[config.mk]
export PLATFORM = sky130hd
export DESIGN_NAME = button_debouncer_flat
export DESIGN_NICKNAME = d
export VERILOG_FILES = /design/src/rtl/button_debouncer_if.sv /design/src/rtl/button_debouncer.sv /design/src/flat_wrapper.sv
export SDC_FILE = /design/constraint.sdc
export NUM_CORES = 1
export LEC_CHECK = 0
export ABC_AREA = 0
export BUFFER_PORTS_ARGS = -buffer_cell sky130_fd_sc_hd__buf_2
export CORE_MARGIN = 8
export CORE_UTILIZATION = 31
export CTS_CLUSTER_SIZE = 30
export DETAILED_ROUTE_END_ITERATION = 10
export HOLD_SLACK_MARGIN = 0.02
export PLACE_DENSITY = 0.52
export SLEW_MARGIN = 40
export SYNTH_ARGS = -nofsm -noshare
export SYNTH_HDL_FRONTEND = slang
export SYNTH_SLANG_ARGS = --single-unit
[constraint.sdc]
create_clock -name clk -period 4.5 [get_ports clk]
set_input_delay 0.675 -clock clk [delete_from_list [all_inputs] [get_ports clk]]
set_output_delay 0.675 -clock clk [all_outputs]
set_load 0.1 [all_outputs]
[src/rtl/button_debouncer_if.sv]
// Button debouncer interface: bundles the tick enable, the raw button input
// and the four debounced outputs. The master side feeds tick/btn_in and
// observes the outputs; the slave side is the debouncer itself.
interface button_debouncer_if;
  logic tick;
  logic btn_in;
  logic btn_level;
  logic press_pulse;
  logic release_pulse;
  logic long_pulse;

  modport master (
    output tick,
    output btn_in,
    input  btn_level,
    input  press_pulse,
    input  release_pulse,
    input  long_pulse
  );

  modport slave (
    input  tick,
    input  btn_in,
    output btn_level,
    output press_pulse,
    output release_pulse,
    output long_pulse
  );
endinterface

[src/rtl/button_debouncer.sv]
// Button debouncer.
// Cleans up one raw mechanical push-button. The raw input is first brought
// into the clk domain through a two-flop synchronizer, then a four-state FSM
// requires the new level to hold for STABLE_TICKS consecutive ticks before it
// is accepted. While the press is held, a saturating tick counter fires a
// single long-press pulse after LONG_TICKS ticks. All timing is measured in
// ticks (a one-clk enable from an upstream clock divider); every output is
// a registered flop.
module button_debouncer #(
  parameter int STABLE_TICKS = 4,
  parameter int LONG_TICKS   = 100
) (
  input logic              clk,
  input logic              rst,
  button_debouncer_if.slave bus
);

  localparam int CNT_W  = $clog2(STABLE_TICKS) + 1;
  localparam int LCNT_W = $clog2(LONG_TICKS) + 1;

  localparam logic [CNT_W-1:0]  CNT_LAST  = CNT_W'(STABLE_TICKS - 1);
  localparam logic [LCNT_W-1:0] LCNT_LAST = LCNT_W'(LONG_TICKS - 1);

  // IDLE      : released and stable
  // ARMING    : raw level went high, waiting for it to stay high long enough
  // HELD      : press accepted, long-press timer running
  // DISARMING : raw level went low while held, waiting for it to stay low
  typedef enum logic [1:0] {
    IDLE      = 2'd0,
    ARMING    = 2'd1,
    HELD      = 2'd2,
    DISARMING = 2'd3
  } state_t;

  state_t            state_q, state_d;
  logic              sync1_q, sync1_d;
  logic              sync2_q, sync2_d;
  logic [CNT_W-1:0]  cnt_q, cnt_d;
  logic [LCNT_W-1:0] lcnt_q, lcnt_d;
  logic              long_done_q, long_done_d;
  logic              btn_level_q, btn_level_d;
  logic              press_q, press_d;
  logic              release_q, release_d;
  logic              long_q, long_d;

  logic btn_s;

  assign btn_s = sync2_q;

  // Two-flop synchronizer: the raw button is asynchronous to clk.
  always_comb begin
    sync1_d = bus.btn_in;
    sync2_d = sync1_q;
  end

  // Next-state and output logic. Pulses default low so each is one clk wide;
  // a level reversal is checked before the tick so it always wins a tie.
  always_comb begin
    state_d     = state_q;
    cnt_d       = cnt_q;
    lcnt_d      = lcnt_q;
    long_done_d = long_done_q;
    btn_level_d = btn_level_q;
    press_d     = 1'b0;
    release_d   = 1'b0;
    long_d      = 1'b0;

    unique case (state_q)
      IDLE: begin
        if (btn_s) begin
          state_d = ARMING;
          cnt_d   = '0;
        end
      end

      ARMING: begin
        if (!btn_s) begin
          state_d = IDLE;
        end else if (bus.tick) begin
          if (cnt_q == CNT_LAST) begin
            state_d     = HELD;
            press_d     = 1'b1;
            btn_level_d = 1'b1;
            lcnt_d      = '0;
            long_done_d = 1'b0;
          end else begin
            cnt_d = cnt_q + 1'b1;
          end
        end
      end

      HELD: begin
        if (!btn_s) begin
          state_d = DISARMING;
          cnt_d   = '0;
        end else if (bus.tick && !long_done_q) begin
          // lcnt stops at its last value once the long pulse has fired,
          // so it saturates rather than wrapping.
          if (lcnt_q == LCNT_LAST) begin
            long_d      = 1'b1;
            long_done_d = 1'b1;
          end else begin
            lcnt_d = lcnt_q + 1'b1;
          end
        end
      end

      DISARMING: begin
        // A bounce back to high resumes HELD with the long-press progress
        // intact; lcnt is frozen while we wait here.
        if (btn_s) begin
          state_d = HELD;
        end else if (bus.tick) begin
          if (cnt_q == CNT_LAST) begin
            state_d     = IDLE;
            release_d   = 1'b1;
            btn_level_d = 1'b0;
          end else begin
            cnt_d = cnt_q + 1'b1;
          end
        end
      end

      default: begin
        state_d = IDLE;
      end
    endcase
  end

  // State register with synchronous active-low reset. Reset drops everything
  // to zero without emitting a release pulse.
  always_ff @(posedge clk) begin
    if (!rst) begin
      sync1_q     <= 1'b0;
      sync2_q     <= 1'b0;
      state_q     <= IDLE;
      cnt_q       <= '0;
      lcnt_q      <= '0;
      long_done_q <= 1'b0;
      btn_level_q <= 1'b0;
      press_q     <= 1'b0;
      release_q   <= 1'b0;
      long_q      <= 1'b0;
    end else begin
      sync1_q     <= sync1_d;
      sync2_q     <= sync2_d;
      state_q     <= state_d;
      cnt_q       <= cnt_d;
      lcnt_q      <= lcnt_d;
      long_done_q <= long_done_d;
      btn_level_q <= btn_level_d;
      press_q     <= press_d;
      release_q   <= release_d;
      long_q      <= long_d;
    end
  end

  assign bus.btn_level     = btn_level_q;
  assign bus.press_pulse   = press_q;
  assign bus.release_pulse = release_q;
  assign bus.long_pulse    = long_q;

endmodule

[src/flat_wrapper.sv]
// flat-port wrapper written by rule: the top's interface ports become plain ports
module button_debouncer_flat 
#(
  parameter int STABLE_TICKS = 4,
  parameter int LONG_TICKS   = 100
)
  (clk, rst, bus_tick, bus_btn_in, bus_btn_level, bus_press_pulse, bus_release_pulse, bus_long_pulse);
  button_debouncer_if bus_i ();
  input logic clk;
  input logic rst;
  input wire logic [$bits(bus_i.tick)-1:0] bus_tick;
  input wire logic [$bits(bus_i.btn_in)-1:0] bus_btn_in;
  output wire logic [$bits(bus_i.btn_level)-1:0] bus_btn_level;
  output wire logic [$bits(bus_i.press_pulse)-1:0] bus_press_pulse;
  output wire logic [$bits(bus_i.release_pulse)-1:0] bus_release_pulse;
  output wire logic [$bits(bus_i.long_pulse)-1:0] bus_long_pulse;
  assign bus_i.tick = bus_tick;
  assign bus_i.btn_in = bus_btn_in;
  assign bus_btn_level = bus_i.btn_level;
  assign bus_press_pulse = bus_i.press_pulse;
  assign bus_release_pulse = bus_i.release_pulse;
  assign bus_long_pulse = bus_i.long_pulse;
  button_debouncer #(.STABLE_TICKS(STABLE_TICKS), .LONG_TICKS(LONG_TICKS)) u_core (.clk(clk), .rst(rst), .bus(bus_i));
endmodule
Word-level counts from Yosys, hierarchy flattened
Index checks and enable logic that the tools add are counted.
Operators by class
  add/sub/neg operators: 2
  multiply operators: 0
  div/mod/pow operators: 0
  order comparisons: 0
  eq/ne operators: 21
  shifts and indexed selects: 0
  multiplexer cells: 38
  bitwise gates (word level): 2
  reduce and logical (&&, ||, !) cells: 13
Operators by type and width (number)
  2-to-1 mux 8 bit: 6
  AND reduction 7 bit: 3
  2-to-1 mux 3 bit: 6
  2-to-1 mux 2 bit: 8
  case mux 8 bit (2 select lines): 1
  != test 2 x 1 -> 1 bit, second input constant: 7
  2-to-1 mux 1 bit: 13
  case mux 3 bit (4 select lines): 1
  != test 2 bit, second input constant: 5
  adder 8 x 1 -> 8 bit, second input constant: 1
  equality test 8 x 7 -> 1 bit, second input constant: 1
  case mux 2 bit (4 select lines): 1
  AND reduction 4 bit: 2
  != test 3 bit, second input constant: 2
  AND reduction 6 bit: 1
  equality test 2 bit, second input constant: 2
  case mux 1 bit (2 select lines): 2
  nonzero test 2 bit: 2
  adder 3 x 1 -> 3 bit, second input constant: 1
  equality test 3 x 2 -> 1 bit, second input constant: 1
  != test 3 x 1 -> 1 bit, second input constant: 1
  != test 3 x 2 -> 1 bit, second input constant: 1
  AND reduction 3 bit: 1
  OR reduction 3 bit: 1
  other kinds (5): 6
Word-level totals
  register bits after elaboration: 20
  latch bits: 0
  RAM bits: 0
  bits in read-only memories: 0
  bits of input ports: 4
  memories: 0

Longest topological paths before layout
Gate-level depths: netlist (run 1).
  depth in word-level cells: 5
  depth in mapped cells: 6
  depth with buffers taken out: 6

Worst setup path after synthesis (run 1)
Ideal clock, no wire load.
  path type: register to register
  start point: reg u_core.cnt_q[0]
  end point: reg u_core.lcnt_q[0]
  data arrival time: 1.567 ns
  required time: 4.430 ns
  setup slack: 2.863 ns
  cell stages (with the launch flop): 7
  period minus slack after synthesis: 1.637 ns
  path through: dfxtp_1 ha_1 ha_1 nand3b_1 a21o_1 or4_1 a21boi_1
Between the ends
  word-level cells in the longest chain between the ends: 3
Ends and longest elaborated chain
  start, declared: RTL line button_debouncer.sv:38  | logic [CNT_W-1:0] cnt_q, cnt_d;
  start signal, assigned: RTL line button_debouncer.sv:148  | cnt_q <= cnt_d;
  equality test 3 x 2 -> 1 bit: RTL line button_debouncer.sv:80  | if (cnt_q == CNT_LAST) begin
  != test 2 x 1 -> 1 bit (no line)
  AND reduction 7 bit (no line)
  end signal, assigned: RTL line button_debouncer.sv:149  | lcnt_q <= lcnt_d;
  end, declared: RTL line button_debouncer.sv:39  | logic [LCNT_W-1:0] lcnt_q, lcnt_d;
No other way between the ends.
A chain may end at the register's enable or synchronous reset.

Final worst setup path (run 1)
  start point: reg u_core.cnt_q[0]
  end point: reg u_core.lcnt_q[7]
The elaborated chain is that of the path after synthesis.

==> key figures, run 1 <==
Finish
  • Post-route design area: between 0.001 and 0.0015 mm^2
  • Commonest cells after routing, fill and taps aside: dfxtp_1, nor2_1, nand3_1, o21ai_0, buf_2
  • Layout Nets: around 120
  • Synth-to-layout area growth: 9.587%
  • Layout cell share with drive strength beyond 1: a little over a tenth
  • FILL cells: approximately 310
  • Area of the multi-input gates: 509.2 um^2
  • Commonest non-fill, non-tap cell in the layout: dfxtp_1
  • Ant. Diodes: 0
  • Storage cell area: ~400 um^2

Global routing
  • GRT Overall Usage: 7.981%
  • First-pass GRT wire length: 3256 um
  • GR Overflow Total: 0
  • Vias in the first global route: 760
  • Initial antenna violation count: 0
  • Largest net degree at the start of global routing: 18

Timing
  • Count of final hold-check violations: 0
  • Relative slew slack: between 60 and 70%
  • Minimum clock period: between 1500 and 2000 ps
  • Fin Clk Skew: between 4 and 5 ps
  • Setup TNS: 0 ps
  • Max Freq: 0.5339 GHz
  • RSZ-0062 raised after global routing: false
  • Worst-Margin Slew: ~490 ps
  • Final setup viols: 0
  • Final worst slack: between 2000 and 3000 ps
  • Final worst-path cycle share: between 40% and 50%
  • Final Max Tran Viols: 0

Routing
  • Vias/cell: roughly 5.3
  • DRC: 0
  • WL/cell: approximately 13 um
  • DR iter-0 viols: 30
  • Routed Antenna Nets: 0
  • Drt first pass iters: 4
  • Final wirelength: approximately 1900 um
  • Routed via count: 773

Die
  • Num rows: 20
  • Starting Density: about a third
  • Die Area: 0.005049 mm^2
  • IO Count: 8
  • Die span in y: between 70 and 80 um
  • Core box area: roughly 0.0030 mm^2
  • Die width: slightly above 70 um

Power and ir drop
  • Sequential share of power: a little over 60%
  • Sw Ratio: 21.08%
  • Int Power: approximately 0.23 mW
  • Worst vdd ir: slightly above 0.0001 V
  • Tot Pwr: between 0.2 and 0.3 mW
  • Clock network power share: 35.8%
  • Net Sw Power: between 0.06 and 0.07 mW
  • Pwr/cell area: around 280 mW/mm^2
  • Leakage power: just under 0.4 nW
  • Comb power frac: under 10%

Clock network
  • Clock-pin slew on the worst setup and hold paths: around 110 ps
  • Post-cts hold buffer count: 0
  • Post-CTS resize count: 0
  • Num CTS Buffers: 3
  • H-tree levels: 1
  • Number of setup buffers added after CTS: 0
  • Clk_lat worst skew: roughly 300 ps
  • Clk buf depth: 2
  • Total clock sinks: 20
  • CTS tree: done
  • CTS root buf: clkbuf_4

Synth
  • Synth warn: 0
  • Syn avg cell area: between 8 and 9 um^2
  • Leading area contributor after synthesis: dfxtp_1
  • Netlist Area Pre-Place: about 940 um^2
  • Cells after Synth: ~110
  • Largest cells by area after synthesis: dfxtp_1, nand3_1, o21ai_0
  • Mapped Nets: around 110
  • Post-synth top area share: between 40% and 50%
  • Synthesis-stage register bit count: 20
  • Proportion of synthesized chip area in sequential cells: a little over two fifths
  • Yosys cell types: 34

Place
  • GPL Wtd Cong: ~0.87
  • Pre-CTS WS: roughly 2600 ps
  • Detailed placement HPWL: 1362 um
  • I/O Buffers: 7
  • Cell Area, Placed: around 990 um^2

Critical path
  • Crit Path Class: register to register
  • Startpoint types: register
  • CP Capture Type: register
  • Critical path fanouts, max: 5
  • R2R setup slack: 2630 ps
  • Worst Path Required: 4700 ps
  • CP arrival: ~2100 ps

Run status
  • Status: completed

Hold path
  • HP Class: register to register

Run
  • Max_cap viols: 0
kinds of logic (layout without fill, tap and decap cells):
kind of cell	Yosys count	in the layout	share of synthesized area (%)
AOI/OAI and AO/OA	24	24	16.78
buffers and inverters	6	13	3.196
DFF	20	20	42.61
adders and majority gates	3	3	3.995
and+or+nand+nor	50	50	29.30
xor gates and xnor gates	2	2	1.865
muxes	2	2	2.264
synthesized netlist by cell type:
library cell / instances
ha_1: 3
a21o_1: 1
a41oi_1: 1
buf_6: 1
nand4_1: 3
o211a_1: 2
nor2b_1: 3
nor3_1: 4
clkbuf_1: 3
dfxtp_1: 20
inv_1: 2
or3b_1: 1
nor4_1: 1
a21boi_0: 4
and3_1: 1
nand3b_1: 2
o21ai_0: 8
nand2_1: 6
a21boi_1: 1
and2_1: 4
and4_1: 2
xnor2_1: 2
a31oi_1: 3
mux2i_1: 1
o21a_1: 1
nor2_1: 9
nor4b_1: 1
mux2_2: 1
a21oi_1: 2
nand2b_1: 3
or2b_1: 1
or4_1: 1
nand3_1: 8
a211oi_1: 1
worst paths after layout:
path                        start  cells after the start          endpoint
setup / recovery  u_core.cnt_q[0]                      6  u_core.lcnt_q[7]
hold / removal     u_core.sync1_q                      1      u_core.btn_s
setup reg to reg  u_core.cnt_q[0]                      6  u_core.lcnt_q[7]
hold reg to reg    u_core.sync1_q                      1      u_core.btn_s
per-stage QoR:
stage,hold slack (ps),utilization (%),cells
2_1_floorplan,411.9,-,107
5_1_grt,454.3,34.58,147
3_3_place_gp,424.3,33.36,143
3_5_place_dp,419.0,33.36,143
4_1_cts,449.0,34.58,147
6_report,443.6,34.58,147
power by group through the flow:
stage	Combinational [mW]	Clock (mW)	Sequential, mW
after floorplan	0.00658	0	0.182
after global placement	0.00854	0	0.184
after detailed placement	0.00851	0	0.183
after CTS	0.00859	0.111	0.179
after global routing	0.00956	0.116	0.180
final	0.00834	0.105	0.179
worst max-delay path, cell delays in order, from the launching register on:
cell	delay [ps]
dfxtp_1	370
ha_1	160
ha_1	200
nand3b_1	180
a21oi_1	400
nand4_1	170
mux2_2	290
state kept, by name, summed over array words and instances, names as in the netlist, named ones only:
register                  flops
u_core.btn_s                  1
u_core.bus.btn_level          1
u_core.bus.long_pulse         1
u_core.bus.press_pulse        1
u_core.bus.release_pulse      1
u_core.cnt_q                  3
u_core.lcnt_q                 8
u_core.long_done_q            1
u_core.state_q                1
u_core.sync1_q                1
per-layer routing:
| layer | up-vias | routed length, um | global-route usage (%) |
|---|---|---|---|
| met5 | - | 0 | 0 |
| met4 | 0 | 25 | 4.157 |
| met3 | 2 | 46 | 3.107 |
| met2 | 7 | 864 | 13.08 |
| met1 | 362 | 930 | 8.699 |
| li1 | 402 | - | - |
area by class of cell:
| class | instances | area share [%] |
|---|---|---|
| Multi-Input combinational cell | 81 | 49.45 |
| Sequential cell | 20 | 38.88 |
| Tap cell | 33 | 4.010 |
| Clock buffer | 4 | 3.524 |
| Timing Repair Buffer | 7 | 3.402 |
| Inverter | 2 | 0.7290 |
(Power assumes the default switching activity.)
==> run 2: changes to the inputs <==
ABC_AREA = 1   (was 0)
PLACE_DENSITY = 0.53   (was 0.52)
clock period = 1.5 ns   (was 4.5 ns; I/O delays follow)
==> run 2 against run 1 <==
Die area grew 6.7%; worst setup slack lost 2500 ps; power grew to 3.3 times the previous value; synthesized cell count grew 41%; sequential share of layout area shrank 7.3 points; final area grew 24%; highest routed layer unchanged; via count grew 24%.
==> key figures, run 2 <==
Routing
  • WL/cell: roughly 10 um
  • Final wirelength: about 2200 um
  • DRC: 0
  • Routed Antenna Nets: 0
  • DR iter-0 viols: 56
  • Drt first pass iters: 4
  • Vias/cell: 4.474
  • Routed via count: roughly 960

Die
  • Die width: approximately 73 um
  • Core box area: 0.003258 mm^2
  • Num rows: 21
  • Die Area: roughly 0.0054 mm^2
  • Starting Density: between 30% and 40%
  • Die span in y: ~73 um
  • IO Count: 8

Finish
  • Ant. Diodes: 0
  • Commonest non-fill, non-tap cell in the layout: nand2_1
  • Layout cell share with drive strength beyond 1: 23.08%
  • Layout Nets: approximately 180
  • Max reg flops: 8
  • Non-filler cells, final: ~220
  • Commonest cells after routing, fill and taps aside: nand2_1, nor2_1, inv_1
  • FILL cells: between 300 and 400
  • Synth-to-layout area growth: 24.63%
  • Largest regs: u_core.lcnt_q x8, u_core.cnt_q x3
  • Most flops, register: u_core.lcnt_q

Critical path
  • Startpoint types: register
  • Depth of the most critical reg-to-reg path: 11
  • Worst Path Required: 1760 ps
  • Crit Path Class: register to register
  • RR Endpoint: u_core.lcnt_q[6]
  • Worst setup startpoint: u_core.cnt_q[1]
  • CP Capture Type: register
  • R2R setup slack: roughly 100 ps
  • Reg2Reg Launch Point: u_core.cnt_q[1]
  • CP arrival: about 1700 ps
  • Critical path fanouts, max: 7

Power and ir drop
  • Pwr/cell area: ~750 mW/mm^2
  • Net Sw Power: 0.2375 mW
  • Sequential share of power: between 50% and 60%
  • Sw Ratio: between 20% and 30%
  • Int Power: a little over 0.7 mW
  • Comb power frac: under 10%
  • Worst vdd ir: approximately 0.00042 V
  • Clock network power share: between 30% and 40%
  • Leakage power: 0.5485 nW

Synth
  • Syn avg cell area: 6.761 um^2
  • Synth warn: 0
  • Synthesis-stage register bit count: 20
  • Leading area contributor after synthesis: dfxtp_1
  • Mapped Nets: ~160
  • Largest cells by area after synthesis: dfxtp_1, nand2_1, nor2_1
  • Netlist Area Pre-Place: 0.001021 mm^2
  • Yosys cell types: 22
  • Most instantiated cells after synthesis: nand2_1, nor2_1, inv_1
  • Proportion of synthesized chip area in sequential cells: between 30% and 40%
  • Post-synth EDFFs: 0
  • Post-synth ARST share: 0%
  • Post-synth top area share: between 30% and 40%
  • Main synth FF type: dfxtp_1
  • Cells after Synth: around 150
  • Most used standard cell by instance count after synthesis: nand2_1

Timing
  • Count of final hold-check violations: 0
  • Final Max Tran Viols: 0
  • Final setup viols: 0
  • Fin Hold WS: 89.56 ps
  • Minimum clock period: roughly 1400 ps
  • Fin Clk Skew: between 3 and 4 ps
  • Relative slew slack: approximately 68%
  • Worst-Margin Slew: between 400 and 500 ps
  • Max Freq: ~0.71 GHz
  • Final worst-path cycle share: between 90% and 100%

Clock network
  • CTS root buf: clkbuf_4
  • Clk_lat worst skew: 310 ps
  • Clk buf depth: 2
  • Num CTS Buffers: 3
  • Total clock sinks: 20
  • Post-cts hold buffer count: 0
  • Clock-pin slew on the worst setup and hold paths: roughly 120 ps
  • CTS tree: done
  • H-tree levels: 1

Place
  • Dpl cells: ~210
  • GPL Wtd Cong: roughly 0.83
  • Detailed placement HPWL: approximately 1600 um
  • I/O Buffers: 7

Global routing
  • First-pass GRT wire length: a little under 4000 um
  • Vias in the first global route: a little over 900
  • GRT Overall Usage: a little under a tenth
  • Largest net degree at the start of global routing: 15
  • GR Overflow Total: 0
  • Initial antenna violation count: 0

Hold path
  • Worst Hold End: u_core.sync1_q
  • HP Class: primary input to register
  • Hold path depth: 3
  • Hold path startpoint: bus_btn_in

Run status
  • Status: completed

Run
  • Max_cap viols: 0
[run 2: changes by cell type after synthesis, moves of 3 or more]
| cell | delta |
|---|---|
| a31oi_1 | -3 |
| nand3_1 | +7 |
| nand2b_1 | -3 |
| a21oi_1 | +5 |
| nand2_1 | +28 |
| a21boi_0 | -4 |
| and2_1 | -4 |
| inv_1 | +19 |
| nor2_1 | +15 |
| nor2b_1 | -3 |
[run 2: stage by stage]
stage | setup slack (ps) | TNS (ps) | utilization [%] | cell area [um^2] | power [mW]
2_1_floorplan | 49.46 | 0 | - | 1021 | 0.6129
3_3_place_gp | 15.24 | 0 | 35.29 | 1150 | 0.6332
3_5_place_dp | 2.169 | 0 | 35.29 | 1150 | 0.6350
4_1_cts | 8.812 | 0 | 36.52 | 1190 | 0.9582
5_1_grt | -12.35 | -12.35 | 39.06 | 1272 | 0.9966
6_report | 97.99 | 0 | 39.06 | 1272 | 0.9554
[run 2: worst max path at each step]
stage | end | slack [ps]
after global placement | u_core.lcnt_q[3] | 20
after detailed placement | u_core.lcnt_q[3] | 2
final | u_core.lcnt_q[6] | 100
after floorplan | u_core.lcnt_q[0] | 50
after CTS | u_core.lcnt_q[1] | 9
after global routing | u_core.lcnt_q[6] | -10
[run 2: cells by family after synthesis]
family	share of synthesized area [%]
xor gates and xnor gates	0.8580
and+or+nand+nor	36.89
AOI/OAI and AO/OA	8.456
buffers and inverters	10.91
DFF	39.22
adders and majority gates	3.677
[run 2: area by class of cell]
class	count	area (um^2)	share of cell area [%]
Tap cell	46	57.56	4.523
Multi-Input combinational cell	104	571.8	44.94
Timing Repair Buffer	17	110.1	8.653
Sequential cell	20	401.6	31.56
Inverter	24	95.09	7.473
Clock buffer	4	36.28	2.852
[run 2: critical path, cell delays in order (launching register included)]
cell and delay [ps]:
dfxtp_1 360, ha_4 170, ha_4 160, nand2_2 70
inv_2 50, nand3_4 80, nand2_4 90, nand2_4 120
clkinv_4 80, nand2_1 60, nand2_1 50, nor2_1 90
[run 2: power by group through the flow]
stage	sequential [mW]	combinational (mW)	clock [mW]
floorplan	0.560	0.0532	0
global route	0.558	0.0877	0.351
finish	0.556	0.0765	0.323
CTS	0.553	0.0707	0.334
detailed placement	0.565	0.0702	0
global placement	0.565	0.0684	0
[run 2: metal layers]
metal  vias up  part of all wire [%]  global-route usage [%]
met5         -                     0                       0
met4         0                   1.1                   3.326
met3         4                   4.1                   3.683
met2        13                    45                   14.90
met1       434                    49                   10.45
li1        511                     -                       -
[run 2: timing repair]
action,CTS,global route
pin swaps,2,4
buffers inserted,0,3
endpoints found under the setup margin,5,9
gates resized for setup,2,16
==> run 3: changes to the inputs <==
--- a/config.mk
+++ b/config.mk
@@ -12,5 +12,5 @@
 export CTS_CLUSTER_SIZE = 30
 export DETAILED_ROUTE_END_ITERATION = 10
-export HOLD_SLACK_MARGIN = 0.02
+export HOLD_SLACK_MARGIN = 0.1
 export PLACE_DENSITY = 0.53
 export SLEW_MARGIN = 40
==> constraint.sdc (replaced) <==
create_clock -name clk -period 1.5 [get_ports clk]
set_input_delay 0.225 -clock clk [delete_from_list [all_inputs] [get_ports clk]]
set_output_delay 0.225 -clock clk [all_outputs]
set_load 0.05 [all_outputs]
==> run 3 against run 2 <==
Critical path depth did not move; count of clock-buffer cells in the layout did not move; via count rose by 0.42%; worst setup slack barely moved; cell count rose by 0.47%; first-iteration DRC count fell by 8.9%; sequential cell count did not move; clock skew did not move; register-to-register slack barely moved; highest routed layer unchanged.
==> key figures, run 3 (synthesis results as in run 2) <==
Timing
  • Final Max Tran Viols: 0
  • Relative slew slack: roughly 74%
  • Final worst slack: a little under 100 ps
  • Final setup viols: 0
  • Fin Hold WS: roughly 250 ps
  • Minimum clock period: 1402 ps
  • Count of final hold-check violations: 0
  • Final worst-path cycle share: about 93%
  • Worst-Margin Slew: roughly 380 ps
  • Max Freq: around 0.71 GHz
  • Fin Clk Skew: between 3 and 4 ps

Die
  • Die width: approximately 73 um
  • Starting Density: around a third
  • Core box area: approximately 0.0033 mm^2
  • Die Area: between 0.005 and 0.006 mm^2
  • IO Count: 8
  • Num rows: 21
  • Die span in y: approximately 73 um

Place
  • Dpl cells: about 210
  • GPL Wtd Cong: 0.8265
  • Detailed placement HPWL: approximately 1600 um
  • I/O Buffers: 7
  • Pre-CTS WS: approximately 2.2 ps

Hold path
  • Worst Hold End: u_core.sync1_q
  • HP Class: primary input to register
  • Hold path startpoint: rst
  • Hold path depth: 3

Routing
  • Final wirelength: around 2200 um
  • Drt first pass iters: 4
  • Routed Antenna Nets: 0
  • WL/cell: 10.16 um
  • DRC: 0
  • DR iter-0 viols: 51
  • Routed via count: 966
  • Vias/cell: approximately 4.5

Global routing
  • GR Overflow Total: 0
  • First-pass GRT wire length: 3905 um
  • Vias in the first global route: about 940
  • GRT Overall Usage: approximately 9.1%
  • Initial antenna violation count: 0
  • Largest net degree at the start of global routing: 15

Clock network
  • Clk_lat worst skew: roughly 310 ps
  • H-tree levels: 1
  • Total clock sinks: 20
  • Clock-pin slew on the worst setup and hold paths: roughly 120 ps
  • Clk buf depth: 2
  • CTS tree: done
  • Num CTS Buffers: 3
  • CTS root buf: clkbuf_4

Critical path
  • Depth of the most critical reg-to-reg path: 11
  • Worst Path Required: 1760 ps
  • Crit Path Class: register to register
  • RR Endpoint: u_core.lcnt_q[6]
  • R2R setup slack: between 90 and 100 ps
  • Startpoint types: register
  • CP arrival: roughly 1700 ps
  • Reg2Reg Launch Point: u_core.cnt_q[1]
  • Critical path fanouts, max: 7
  • CP Capture Type: register

Finish
  • Synth-to-layout area growth: 25.61%
  • Commonest cells after routing, fill and taps aside: nand2_1, nor2_1, inv_1
  • Max reg flops: 8
  • Layout cell share with drive strength beyond 1: between 20% and 30%
  • Storage cell area: ~400 um^2
  • Area of the multi-input gates: between 500 and 600 um^2
  • Most flops, register: u_core.lcnt_q
  • Commonest non-fill, non-tap cell in the layout: nand2_1
  • Largest regs: u_core.lcnt_q x8, u_core.cnt_q x3
  • FILL cells: between 300 and 400
  • Non-filler cells, final: roughly 220
  • Ant. Diodes: 0
  • Layout Nets: 178

Run
  • Max_cap viols: 0

Power and ir drop
  • Pwr/cell area: ~750 mW/mm^2
  • Tot Pwr: 0.9574 mW
  • Leakage power: about 0.55 nW
  • Worst vdd ir: around 0.00043 V

Run status
  • Status: completed
==> run 3: cell types whose count changed in the layout (fill, tap and decap cells not counted) <==
cell,delta
dlygate4sd3_1,+1
==> run 3: what timing repair did <==
item,in CTS,in global routing
hold endpoints to repair,1,0
setup endpoints to repair,5,9
hold buffers,1,0
pin swaps,2,4
gates resized for setup,2,16
buffers inserted,0,3
==> run 3: routing by layer <==
layer,wire length (um),vias up,GRT usage (%)
met4,25,0,3.326
met3,82,4,3.547
met2,997,13,14.90
li1,-,513,-
met1,1090,436,10.53
met5,0,-,0
==> run 3: how the worst max path moves through the flow <==
| stage | from | end | slack [ps] | cells past startpoint |
|---|---|---|---|---|
| after floorplan | u_core.cnt_q[0] | u_core.lcnt_q[0] | 50 | 10 |
| after global placement | u_core.cnt_q[0] | u_core.lcnt_q[3] | 20 | 9 |
| after detailed placement | u_core.cnt_q[0] | u_core.lcnt_q[3] | 2 | 9 |
| after CTS | u_core.lcnt_q[1] | u_core.lcnt_q[1] | 9 | 8 |
| after global routing | u_core.lcnt_q[1] | u_core.lcnt_q[6] | -10 | 10 |
| final | u_core.cnt_q[1] | u_core.lcnt_q[6] | 100 | 11 |
==> run 3: cell type report <==
cell class | instances | area share (%)
Clock buffer | 4 | 2.829
Inverter | 24 | 7.415
Multi-Input combinational cell | 104 | 44.59
Sequential cell | 20 | 31.32
Tap cell | 46 | 4.488
Timing Repair Buffer | 18 | 9.366
==> run 3: where the power goes <==
part	total (mW)	internal (mW)	switching, mW
sequential	0.556	0.543	0.0130
combinational	0.0784	0.0285	0.0499
clock	0.323	0.148	0.175
==> run 3: metrics by stage <==
| step | area (um^2) | setup TNS [ps] | utilization [%] |
|---|---|---|---|
| 2_1_floorplan | 1021 | 0 | - |
| 3_3_place_gp | 1150 | 0 | 35.29 |
| 3_5_place_dp | 1150 | 0 | 35.29 |
| 4_1_cts | 1200 | 0 | 36.83 |
| 5_1_grt | 1282 | -12.35 | 39.36 |
| 6_report | 1282 | 0 | 39.36 |
==> run 3: worst max-delay path, cell delays in order (launching register included) <==
cell and delay, ps:
dfxtp_1 360, ha_4 170, ha_4 160, nand2_2 70
inv_2 50, nand3_4 80, nand2_4 90, nand2_4 120
clkinv_4 80, nand2_1 60, nand2_1 50, nor2_1 90
